<file path="config.mk">
export PLATFORM = sky130hd
export DESIGN_NAME = gray2bin_arbiter
export DESIGN_NICKNAME = d
export VERILOG_FILES = /design/src/rtl/gray2bin_arbiter_pkg.sv /design/src/rtl/gray2bin.sv /design/src/rtl/gray2bin_arbiter.sv
export SDC_FILE = /design/constraint.sdc
export NUM_CORES = 1
export LEC_CHECK = 0
export BUFFER_PORTS_ARGS = -buffer_cell sky130_fd_sc_hd__buf_2
export CAP_MARGIN = 30
export CORE_MARGIN = 10
export CORE_UTILIZATION = 44
export DETAILED_ROUTE_END_ITERATION = 10
export PLACE_DENSITY = 0.74
export SETUP_SLACK_MARGIN = 0.4
export SLEW_MARGIN = 20
export SYNTH_ARGS = -nofsm -noshare
export SYNTH_HDL_FRONTEND = slang
export SYNTH_HIERARCHICAL = 1
export SYNTH_SLANG_ARGS = --single-unit
</file>
<file path="constraint.sdc">
create_clock -name clk -period 2.7 [get_ports clk]
set_input_delay 0.54 -clock clk [delete_from_list [all_inputs] [get_ports clk]]
set_output_delay 0.54 -clock clk [all_outputs]
set_load 0.05 [all_outputs]
</file>
<file path="src/rtl/gray2bin_arbiter_pkg.sv">
// Shared sizing helpers for the gray2bin arbiter and its neighbours.
// Index widths never drop below one bit, even for tiny requester counts.
package gray2bin_arbiter_pkg;

    function automatic int clog2(input int n);
        int r;
        r = 0;
        for (int i = 0; i < 32; i++) begin
            if ((1 << r) < n) r++;
        end
        return r;
    endfunction

    function automatic int id_w(input int n);
        return (clog2(n) < 1) ? 1 : clog2(n);
    endfunction

endpackage

</file>
<file path="src/rtl/gray2bin.sv">
// Combinational Gray-to-binary decoder.
// Each binary bit is the XOR of all Gray bits at or above it.
module gray2bin #(
    parameter int WIDTH = 4
) (
    input  logic [WIDTH-1:0] gray,
    output logic [WIDTH-1:0] bin
);

    for (genvar j = 0; j < WIDTH; j++) begin : g_bit
        assign bin[j] = ^gray[WIDTH-1:j];
    end

endmodule

</file>
<file path="src/rtl/gray2bin_arbiter.sv">
// Round-robin front end sharing one Gray decoder among NREQ requesters.
// Grant and capture in one cycle, registered decode in the next.
module gray2bin_arbiter
    import gray2bin_arbiter_pkg::*;
#(
    parameter int WIDTH = 4,
    parameter int NREQ  = 4,
    localparam int ID_W = id_w(NREQ)
) (
    input  logic                  clk,
    input  logic                  rst_n,
    input  logic [NREQ-1:0]       req,
    input  logic [NREQ*WIDTH-1:0] gray_in,
    output logic [NREQ-1:0]       ack,
    output logic [WIDTH-1:0]      bin_out,
    output logic                  bin_valid,
    output logic [ID_W-1:0]       bin_id
);

    localparam logic [ID_W:0]   NREQ_W = (ID_W+1)'(NREQ);
    localparam logic [ID_W-1:0] LAST   = ID_W'(NREQ - 1);

    logic [ID_W-1:0]  ptr;
    logic [ID_W-1:0]  off;
    logic [ID_W-1:0]  gidx;
    logic [ID_W:0]    sum;
    logic [NREQ-1:0]  rot;
    logic             found;
    logic             grant;
    logic [WIDTH-1:0] gray_q;
    logic [WIDTH-1:0] bin_c;
    logic [ID_W-1:0]  id_q;
    logic             v_q;

    // Rotate so ptr sits at bit 0, pick the lowest set bit, rotate back.
    always_comb begin
        rot   = NREQ'({req, req} >> ptr);
        found = 1'b0;
        off   = '0;
        for (int i = NREQ - 1; i >= 0; i--) begin
            if (rot[i]) begin
                found = 1'b1;
                off   = ID_W'(i);
            end
        end
        sum = {1'b0, ptr} + {1'b0, off};
        if (sum >= NREQ_W) sum = sum - NREQ_W;
        gidx  = ID_W'(sum);
        grant = found & rst_n;
        ack   = grant ? (NREQ'(1) << gidx) : '0;
    end

    gray2bin #(
        .WIDTH(WIDTH)
    ) u_conv (
        .gray(gray_q),
        .bin (bin_c)
    );

    always_ff @(posedge clk or negedge rst_n) begin
        if (!rst_n) begin
            ptr       <= '0;
            gray_q    <= '0;
            id_q      <= '0;
            v_q       <= 1'b0;
            bin_out   <= '0;
            bin_id    <= '0;
            bin_valid <= 1'b0;
        end else begin
            v_q <= grant;
            if (grant) begin
                gray_q <= gray_in[gidx*WIDTH +: WIDTH];
                id_q   <= gidx;
                ptr    <= (gidx == LAST) ? '0 : gidx + 1'b1;
            end
            bin_out   <= bin_c;
            bin_id    <= id_q;
            bin_valid <= v_q;
        end
    end

endmodule

</file>
After elaboration in Yosys (flattened, before gate mapping):

Cells that the tools add are included.

* add/sub/neg operators: 3
* order comparisons: 1
* equal/unequal tests: 1
* shifts and indexed selects: 3
* mux-type cells: 11
* bitwise gates (word level): 1
* reduce and logical (&&, ||, !) cells: 3

Operators by type and width (number)
* $shiftx A16 B5 Y4: 1
* $mux W2: 6
* $shr A8 B2 Y4: 1
* $mux W1: 4
* $mux W4: 1
* $reduce_xor A4 Y1: 1
* $shl A1 B2 Y4 const A: 1
* $add A2 B2 Y3: 1
* $ge A3 B3 Y1 const B: 1
* $reduce_xor A3 Y1: 1
* $add A2 B1 Y2 const B: 1
* $eq A2 B2 Y1 const B: 1
* $reduce_xor A2 Y1: 1
* $sub A2 B1 Y2 const B: 1
* $and A1 B1 Y1: 1

* flip-flop bits (word level): 16
* output and inout bits: 11
* word-level logic and storage cells: 30

Depth between registers and ports, before layout:

* word-level depth: 10
* depth in mapped cells: 13

Modules after synthesis:

The synthesis kept the hierarchy.

Modules (own cells, without submodules)
* gray2bin_arbiter: instances 1, cells an instance 83, area an instance 904.6 um^2, sequential area each 400.4 um^2
* gray2bin: instances 1, cells an instance 5, area an instance 50.0 um^2, sequential area each 0.0 um^2

Worst setup path before layout:

OpenSTA, ideal clock, no wires.

* path type: input to output
* start: input port req[0]
* end: output port ack[0]
* arrival time: 3188 ps
* slack: -1028 ps
* stages on the path: 12
* buffers on the path: 1
* cells stage by stage: inv_1 o21ai_0 a21oi_1 nor3_1 a21oi_1 ha_1 xnor2_1 inv_1 or4_4 and2_1 buf_6 nor3_1

* cells in the longest elaborated chain, start to end: 10
* elaborated cells between the ends (all ways): 16
* those cells by class: add/sub: 2; order compare: 1; shift: 2; mux: 10; bitwise: 1

RTL lines
* start, declared: RTL line gray2bin_arbiter.sv:12 `input logic [NREQ-1:0] req,`
* $shr A8 B2 Y4 (*): RTL line gray2bin_arbiter.sv:37 `rot = NREQ'({req, req} >> ptr);`
* $mux W2 (4 in a row): RTL line gray2bin_arbiter.sv:41 `if (rot[i]) begin`
* $add A2 B2 Y3: RTL line gray2bin_arbiter.sv:46 `sum = {1'b0, ptr} + {1'b0, off};`
* $ge A3 B3 Y1 or $sub A2 B1 Y2 (tied branches): RTL line gray2bin_arbiter.sv:47 `if (sum >= NREQ_W) sum = sum - NREQ_W;`
* $mux W2: RTL line gray2bin_arbiter.sv:47
* $shl A1 B2 Y4: RTL line gray2bin_arbiter.sv:50 `ack = grant ? (NREQ'(1) << gidx) : '0;`
* $mux W4 (*): RTL line gray2bin_arbiter.sv:50
* end, declared: RTL line gray2bin_arbiter.sv:14 `output logic [NREQ-1:0] ack,`

Mark *: on every way between the ends. The rest lies on a longest branch, timed or not.

Worst setup path after layout:

* start: register ptr[1]
* end: output port ack[3]

* cells in the longest elaborated chain, start to end: 10
* elaborated cells between the ends (all ways): 16
* those cells by class: add/sub: 2; order compare: 1; shift: 2; mux: 10; bitwise: 1

RTL lines
* start, declared: RTL line gray2bin_arbiter.sv:23 `logic [ID_W-1:0] ptr;`
* start signal, assigned: RTL line gray2bin_arbiter.sv:74 `ptr <= (gidx == LAST) ? '0 : gidx + 1'b1;`
* $shr A8 B2 Y4: RTL line gray2bin_arbiter.sv:37
* $mux W2 (4 in a row): RTL line gray2bin_arbiter.sv:41
* $add A2 B2 Y3: RTL line gray2bin_arbiter.sv:46
* $ge A3 B3 Y1 or $sub A2 B1 Y2 (tied branches): RTL line gray2bin_arbiter.sv:47
* $mux W2: RTL line gray2bin_arbiter.sv:47
* $shl A1 B2 Y4: RTL line gray2bin_arbiter.sv:50
* $mux W4 (*): RTL line gray2bin_arbiter.sv:50

Marked as above.

==> flow_summary.json <==
{
  "status": "complete, but fails checks",
  "violations": "negative setup slack",
  "gp_congestion": 0.848,
  "grtUsageTotal_pct": 13.5,
  "power_density_nw_per_um2": 1600,
  "synth_simple_gate_area_share_pct": 16.8,
  "synthAdderAreaFrac_pct": 1.31,
  "dr_total_vias": 918,
  "fin_util_pct": 75.6,
  "cts_tree": "yes",
  "rsz0062_at_grt": "yes",
  "die_h_um": 66.6,
  "fin_skew_ps": 2.84,
  "synthMuxAreaShare_pct": 11.1,
  "synth-xor-area-share_pct": 7.21,
  "synth_edf_count": 0,
  "tightest_slew_ps": 398,
  "peakVddDrop_v": 0.00120,
  "maxSlewHeadroom_pct": 73.2,
  "final_common_cell": "buf_2",
  "synthesis.area_um2": 955,
  "critPathLaunchType": "flip-flop",
  "reg2reg_to": "gray_q[0]",
  "fin_ws_ps": -432,
  "die_x_um": 66.6,
  "ys_types": 33,
  "synth_ff_type": "dfrtp_1",
  "holdBufCountCts": 0,
  "cp.arrival_ps": 2590,
  "final_layout_size_suffix_gt1_share_pct": 59.9,
  "synth_nets": 111,
  "vias_per_cell": 5.28,
  "worst_setup_path_end_kind": "primary output",
  "route.antenna.remaining_nets": 0,
  "first_pass_iters": 4,
  "numCtsBuffers": 3,
  "synth_area_per_cell_um2": 10.8,
  "power.leakage_nw": 0.753,
  "portBuffers": 32,
  "drt_iter0_markers": 22,
  "drv_cap": 0,
  "post-dp-hpwl_mm": 2.06,
  "ys_warn_count": 6,
  "r2r_slack_ps": -380,
  "synth_compound_area_share_pct": 16.1,
  "grt_max_degree": 16,
  "nets": 171,
  "mostFrequentLayoutCells": "buf_2 (28), buf_4 (22), dfrtp_1 (16)",
  "worstPathCellList": "nand2b_4 -> a21oi_2 -> nor2_1 -> a21oi_1 -> a21oi_1 -> ha_2 -> xnor2_2 -> inv_1 -> or4_4 -> and2_4 -> and3_4 -> buf_8",
  "slowest_delay_ps": 430,
  "cts_buffer_depth": 2,
  "synth_top_family_by_area": "simple AND/OR/NAND/NOR gates",
  "fin_cells": 174,
  "grt_pass1_wl_mm": 4.77,
  "initial_core_util_pct": 47.2,
  "crit-reg2reg-launch": "ptr[1]",
  "finalPower_mw": 2.45,
  "boundaryPins": 33,
  "drcViolationCount": 0,
  "avgRoutedWirePerCell_um": 16.8,
  "critPathRequiredTime_ps": 2160,
  "cts_sinks": 16,
  "crit_path_frequent_cell": "a21oi_1",
  "synth-seq-area-share_pct": 41.9,
  "rr_worst_depth": 18,
  "synth-async-reset-ratio_pct": 100,
  "final_hold_viol_count": 0,
  "grt_overflow": 0,
  "antenna_found_initial": 0,
  "place_inst": 162,
  "routed_wl_mm": 2.93,
  "diodes": 0,
  "cts-root-buf": "clkbuf_4",
  "fin_crit_ps": 3130,
  "ys_ff_latch": 16,
  "syn_to_final_growth_pct": 60.2,
  "syn_inst": 88,
  "worstSetupPathType": "flip-flop to primary output",
  "path_max_fanout": 5,
  "min_period_over_period_pct": 116,
  "die-area_um2": 4430,
  "clkTransAtPathRegs_ps": 80,
  "htreeDepth": 1,
  "insertion_delay_ps": 270,
  "grt_pass1_vias": 1040,
  "coreArea_um2": 2020,
  "hp-class": "input pin to asynchronous set/reset pin",
  "critPathSlowestCell": "or4_4",
  "finalMaxSlewViolations": 0,
  "setup_violations": 9,
  "fmax_ghz": 0.319,
  "rows": 16
}
[layout make-up]
| cell class | count | area [µm²] |
|---|---|---|
| Clock buffer | 4 | 36.3 |
| Fill cell | 144 | 493 |
| Inverter | 4 | 15.0 |
| Multi-Input combinational cell | 63 | 618 |
| Sequential cell | 16 | 400 |
| Tap cell | 27 | 33.8 |
| Timing Repair Buffer | 60 | 425 |
[registers in the layout (all words and copies together) (netlist names)]
name / flops
bin_valid: 1
bin_id: 2
ptr: 2
v_q: 1
gray_q: 4
id_q: 2
bin_out: 4
[metal layers]
layer	global-route usage [%]	wire length, µm	vias up
met3	3.34	174	6
met5	0	0	-
met4	5.50	79	0
met2	23.5	1490	33
met1	15.3	1190	441
li1	-	-	438
[timing repair]
item	4_1_cts	5_1_grt
setup endpoints to repair	10	10
resized for setup	21	4
pin swaps	4	3
setup buffers	8	0
gates cloned	0	0
[logic make-up (layout without fill, tap and decap cells)]
family                     count (synthesis)  after routing
and+or+nand+nor                           29             29
AOI/OAI and AO/OA                         16             16
DFF                                       16             16
muxes                                     10             10
buffers and inverters                      9             68
xor gates and xnor gates                   7              7
adders and majority gates                  1              1
[cell usage after synthesis, drive strengths merged, types with 2 or more instances]
cell type / count / area share [%]
dfrtp: 16 / 42
nand2: 7 / 2.8
mux2: 5 / 5.9
mux2i: 5 / 5.2
xnor2: 5 / 4.6
a21oi: 4 / 2.1
nand4: 4 / 2.6
nor2: 4 / 1.6
o311ai: 4 / 6.8
buf: 3 / 3.1
inv: 3 / 1.2
nand2b: 3 / 2.0
nor3: 3 / 1.6
clkbuf: 2 / 0.79
nor4: 2 / 1.3
o21ai: 2 / 1.0
xor2: 2 / 2.6
[critical path: cells and delay by family, from the launching register on]
| kind | cells | cell delay [ps] |
|---|---|---|
| simple gates | 5 | 1020 |
| buf+inv | 2 | 220 |
| flops | 1 | 420 |
| fa+ha+maj | 1 | 210 |
| compound gates | 3 | 300 |
| xor+xnor | 1 | 130 |
[power by group]
| part | switching [mW] | leakage, nW | internal (mW) |
|---|---|---|---|
| registers | 0.0819 | 0.191 | 0.353 |
| logic | 0.955 | 0.541 | 0.908 |
| clock network | 0.0669 | 0.0210 | 0.0819 |
| total | 1.10 | 0.753 | 1.34 |
[worst max path at each step]
stage                 from  endpoint  slack [ps]  cells after the start
global route        ptr[1]    ack[3]        -530                     12
floorplan           req[2]    ack[0]        -360                     12
finish              ptr[1]    ack[3]        -430                     12
detailed placement  req[1]    ack[0]        -500                     13
global placement    req[1]    ack[0]        -360                     13
CTS                 ptr[1]    ack[3]        -430                     12
[stage by stage]
step | setup slack (ps) | area, µm² | setup TNS [ps] | hold WS [ps]
3_5_place_dp | -497 | 1320 | -1860 | 337
6_report | -432 | 1530 | -2820 | 48.3
3_3_place_gp | -365 | 1320 | -1330 | 332
5_1_grt | -530 | 1530 | -3650 | 36.5
2_1_floorplan | -360 | 1010 | -901 | 244
4_1_cts | -430 | 1510 | -2590 | 34.1
Note: power is estimated with default switching activity, not from simulation.
